`src/rtl/random_descrambler.sv`:
```
// random_descrambler: recovers a 10-bit number from its scrambled code and
// rotation key. Descramble is rotate-right by key, then inverse permutation.
// Default build rotates one bit per clock (latency key+1). Defining
// RANDOM_DESCR_FAST_EN swaps in a combinational barrel rotate on the accept
// edge, so every word (legal or not) reaches OUT with latency 0.
module random_descrambler #(
   parameter int W    = 10,
   parameter int KW   = 4,
   parameter int KMAX = 9
) (
   input  logic          i_clk,
   input  logic          i_rst_n,
   input  logic          i_valid,
   output logic          o_ready,
   input  logic [W-1:0]  i_code,
   input  logic [KW-1:0] i_key,
   output logic          o_valid,
   input  logic          i_ready,
   output logic [W-1:0]  o_num,
   output logic          o_err
);

   localparam logic [KW-1:0] KMAX_K = KW'(KMAX);

   typedef enum logic [1:0] {S_IDLE, S_ROT, S_OUT} state_t;

   state_t        state_q, state_d;
   logic [W-1:0]  num_q, num_d;
   logic          err_q, err_d;
   logic          valid_q, valid_d;
`ifndef RANDOM_DESCR_FAST_EN
   logic [W-1:0]  sh_q, sh_d;
   logic [KW-1:0] cnt_q, cnt_d;
`endif

   // Inverse of the scrambler's fixed bit permutation (W is fixed at 10).
   function automatic logic [W-1:0] invperm(input logic [W-1:0] m);
      invperm = {m[6], m[3], m[7], m[1], m[2], m[0], m[8], m[5], m[9], m[4]};
   endfunction

`ifdef RANDOM_DESCR_FAST_EN
   // Barrel rotate right; keys above KMAX never reach here.
   function automatic logic [W-1:0] rotr(input logic [W-1:0] v, input logic [KW-1:0] k);
      logic [2*W-1:0] t;
      t    = {v, v} >> k;
      rotr = t[W-1:0];
   endfunction
`endif

   // Next-state and datapath: accept in IDLE, rotate in ROT, hold in OUT.
   always_comb begin
      state_d = state_q;
      num_d   = num_q;
      err_d   = err_q;
      valid_d = valid_q;
`ifndef RANDOM_DESCR_FAST_EN
      sh_d    = sh_q;
      cnt_d   = cnt_q;
`endif
      case (state_q)
         S_IDLE: begin
            if (i_valid) begin
`ifndef RANDOM_DESCR_FAST_EN
               sh_d  = i_code;
               cnt_d = i_key;
`endif
               if (i_key > KMAX_K) begin
                  num_d   = '0;
                  err_d   = 1'b1;
                  valid_d = 1'b1;
                  state_d = S_OUT;
               end else begin
`ifdef RANDOM_DESCR_FAST_EN
                  num_d   = invperm(rotr(i_code, i_key));
                  err_d   = 1'b0;
                  valid_d = 1'b1;
                  state_d = S_OUT;
`else
                  state_d = S_ROT;
`endif
               end
            end
         end
`ifndef RANDOM_DESCR_FAST_EN
         S_ROT: begin
            if (cnt_q != '0) begin
               sh_d  = {sh_q[0], sh_q[W-1:1]};
               cnt_d = cnt_q - KW'(1);
            end else begin
               num_d   = invperm(sh_q);
               err_d   = 1'b0;
               valid_d = 1'b1;
               state_d = S_OUT;
            end
         end
`endif
         S_OUT: begin
            // Ready comes back only in IDLE, so no accept overlaps this handshake.
            if (i_ready) begin
               valid_d = 1'b0;
               state_d = S_IDLE;
            end
         end
         default: state_d = S_IDLE;
      endcase
   end

   // State and datapath registers with synchronous active-low reset.
   always_ff @(posedge i_clk) begin
      if (!i_rst_n) begin
         state_q <= S_IDLE;
         num_q   <= '0;
         err_q   <= 1'b0;
         valid_q <= 1'b0;
`ifndef RANDOM_DESCR_FAST_EN
         sh_q    <= '0;
         cnt_q   <= '0;
`endif
      end else begin
         state_q <= state_d;
         num_q   <= num_d;
         err_q   <= err_d;
         valid_q <= valid_d;
`ifndef RANDOM_DESCR_FAST_EN
         sh_q    <= sh_d;
         cnt_q   <= cnt_d;
`endif
      end
   end

   assign o_ready = (state_q == S_IDLE);
   assign o_valid = valid_q;
   assign o_num   = num_q;
   assign o_err   = err_q;

endmodule

```
`config.mk`:
```
export PLATFORM = sky130hd
export DESIGN_NAME = random_descrambler
export DESIGN_NICKNAME = d
export VERILOG_FILES = /design/src/rtl/random_descrambler.sv
export SDC_FILE = /design/constraint.sdc
export NUM_CORES = 1
export LEC_CHECK = 0
export CORE_UTILIZATION = 50
export CTS_BUF_LIST = sky130_fd_sc_hd__clkbuf_4
export CTS_CLUSTER_SIZE = 40
export DETAILED_ROUTE_END_ITERATION = 10
export GPL_TIMING_DRIVEN = 0
export HOLD_SLACK_MARGIN = 0.02
export PLACE_DENSITY_LB_ADDON = 0.1
export SYNTH_ARGS = -nofsm -noshare
export SYNTH_HDL_FRONTEND = slang
export SYNTH_SLANG_ARGS = --single-unit
export TNS_END_PERCENT = 20
```
`constraint.sdc`:
```
create_clock -name i_clk -period 3.51 [get_ports i_clk]
set_input_delay 0.5265 -clock i_clk [delete_from_list [all_inputs] [get_ports i_clk]]
set_output_delay 0.5265 -clock i_clk [all_outputs]
set_load 0.01 [all_outputs]
```
==> reports/results.ini <==
[worst_setup_path]
slowest_stage = clkdlybuf4s50_1
cp_cell_sequence = buf_4, nor2_1, clkdlybuf4s50_1
critPathBufInv = 2
cp-start-kind = flop
path_delay_family = buffers and inverters
cpPeakStageDelay_ns = 0.54
arrival_ns = 1.50
critPathKind = flop to output pin
end_kind = output pin
cp_max_fo = 10
cp_data_required_time_ns = 2.98

[sta]
max_freq_ghz = 0.494
tightest_slew_ns = 0.509
hold_ws_ns = 0.477
slew_headroom_pct = 66.0
timing.final.crit_share_pct = 57.7
fin_skew_ns = 0.00279
period_needed_ns = 2.02
fin_tns_setup_ns = 0
rsz0062_at_grt = false
finalSetupViolCount = 0
finalHoldViolations = 0
report.final.slew_viol_count = 0

[yosys]
synthesis.area_mm2 = 0.00135
yosysTopAreaCellShare_pct = 41.4
synth_top_family_by_area = compound AO/OA/AOI/OAI gates
post-synth-top-count-cell = nand2_1
synthCells = 159
synth-xor-area-share_pct = 0
synth_adder_area_share_pct = 0.924
yosysTopAreaCell = dfxtp_1
yosysWarningCount = 0
synthFlopType = dfxtp_1
synthSimpleGateAreaFrac_pct = 20.4
yosysUniqueCellTypes = 38
synth.area.mux_share_pct = 1.57
synth_compound_area_share_pct = 27.6
synth_seq_cells = 28
yosysSeqAreaShare_pct = 41.4
synth-edff-count = 0
synth_area_leaders = dfxtp_1, nand2_1, a311oi_1
syn-num-nets = 178
synth-async-reset-ratio_pct = 0
synth.avg_cell_area_um2 = 8.51
synthTopCellsByCount = nand2_1, dfxtp_1, a21oi_1, o22ai_1, a311oi_1

[power]
vdd_drop_max_uv = 467
power_density_mw_per_mm2 = 431
p_leak_uw = 0.000620

[routing]
drc = 0
ant_nets = 0
vias = 1278
drt-wirelength-per-cell_um = 14.1
drt_iter0_markers = 24
first_pass_iters = 4
viasPerCell = 5.78
drt-total-wl_mm = 3.11

[finish]
drive_gt1_share_pct = 10.5
utilization_pct = 67.6
n_fill_cell = 218
n_antenna_cell = 0
syn_to_final_growth_pct = 25.9
nNetsFinal = 212

[global_route]
grt_max_degree = 15
grt-ovfl-total = 0
grt_pass1_wl_mm = 4.73
grt_pass1_vias = 1086
antenna_found_initial = 0
grt_use_total_pct = 22.7

[floorplanning]
die_area_mm2 = 0.00292
ios = 31
initial_core_util_pct = 53.7
fp.dieW_um = 54.0
die_h_um = 54.0
rows = 18
fp.coreArea_mm2 = 0.00252

[place]
io_buffer_count = 29
dpl.hpwl_mm = 2.29
place_congestion = 0.888

[clock_network]
cts_setup_buffers = 0
cts_buffers = 3
hold_buffers = 0
cts_sinks = 28
cts.clk_slew.worst_paths_ns = 0.14
root_buffer = clkbuf_4
clk_latency_ns = 0.32
cts_resized = 0
cts_tree = yes
clk_path_buf_depth = 2
ctsHtreeMaxLevel = 1

[run]
drv_cap = 0

[min_path]
hp-class = flop to flop

[outcome]
outcome = complete, no violations

==> final timing paths <==
check / startpoint / endpoint / slack (ns) / cells past startpoint
worst min register to register: o_num[4] / o_num[4] / 0.48 / 2
worst min-delay path: o_num[4] / o_num[4] / 0.48 / 2
worst max register to register: cnt_q[0] / sh_q[5] / 1.82 / 6
worst max-delay path: state_q[1] / o_ready / 1.49 / 3
==> layout make-up <==
type                            instances  area [um^2]  share of cell area (%)
Multi-Input combinational cell        113          684                    40.2
Sequential cell                        28          561                    32.9
Timing Repair Buffer                   29          290                    17.0
Buffer                                 14         93.8                    5.51
Tap cell                               30         37.5                    2.20
Clock buffer                            3         22.5                    1.32
Inverter                                4         15.0                   0.881
==> worst min-delay path: stages (launching register included) <==
cell and delay [ns]:
dfxtp_1 0.34, nand2_1 0.05, o22ai_1 0.06
==> per-layer routing <==
metal / routed length [um] / global-route usage (%) / vias up / share of wire, %
met2: 1420 / 36.6 / 43 / 46
met4: 32 / 5.13 / 0 / 1.0
met1: 1480 / 30.5 / 587 / 48
met3: 177 / 5.37 / 4 / 5.7
li1: - / - / 644 / -
met5: 0 / 0 / - / 0
==> registers in the layout (all words and copies together), names as in the netlist <==
name,cells
o_num,10
state_q,2
cnt_q,4
o_err,1
sh_q,10
o_valid,1
==> cell families (layout without fill, tap and decap cells) <==
group / Yosys count / after routing
and+or+nand+nor: 59 / 59
AOI/OAI and AO/OA: 51 / 51
DFF: 28 / 28
buffers and inverters: 18 / 50
muxes: 2 / 2
adders and majority gates: 1 / 1
==> power breakdown <==
part / switching, uW / internal (uW) / leakage (uW)
clock: 91.3 / 40.2 / 0.0000138
combinational: 114 / 110 / 0.000377
sequential: 26.7 / 352 / 0.000230
total: 232 / 502 / 0.000620
==> metrics by stage <==
| step | instance area (um^2) | setup slack [ns] | power (uW) | cells |
|---|---|---|---|---|
| 2_1_floorplan | 1350 | 2.10 | 533 | 159 |
| 3_3_place_gp | 1680 | 1.47 | 603 | 218 |
| 3_5_place_dp | 1680 | 1.46 | 607 | 218 |
| 4_1_cts | 1700 | 1.48 | 736 | 221 |
| 5_1_grt | 1700 | 1.41 | 772 | 221 |
| 6_report | 1700 | 1.49 | 734 | 221 |
==> placed cells by master (no fill, tap or decap), types with 2 or more instances in the layout <==
cell type	netlist	layout
a21oi_1	12	12
a311oi_1	8	8
a311oi_2	2	2
buf_2	3	3
buf_4	5	5
clkbuf_1	4	4
clkbuf_4	0	3
clkdlybuf4s50_1	0	29
dfxtp_1	28	28
inv_1	4	4
nand2_1	42	42
nand2b_1	3	3
nand3b_1	2	2
nor2_1	3	3
nor3b_1	2	2
o211a_1	2	2
o211ai_1	2	2
o21a_1	3	3
o21ai_0	3	3
o22ai_1	11	11
Note: power is estimated with default switching activity, not from simulation.
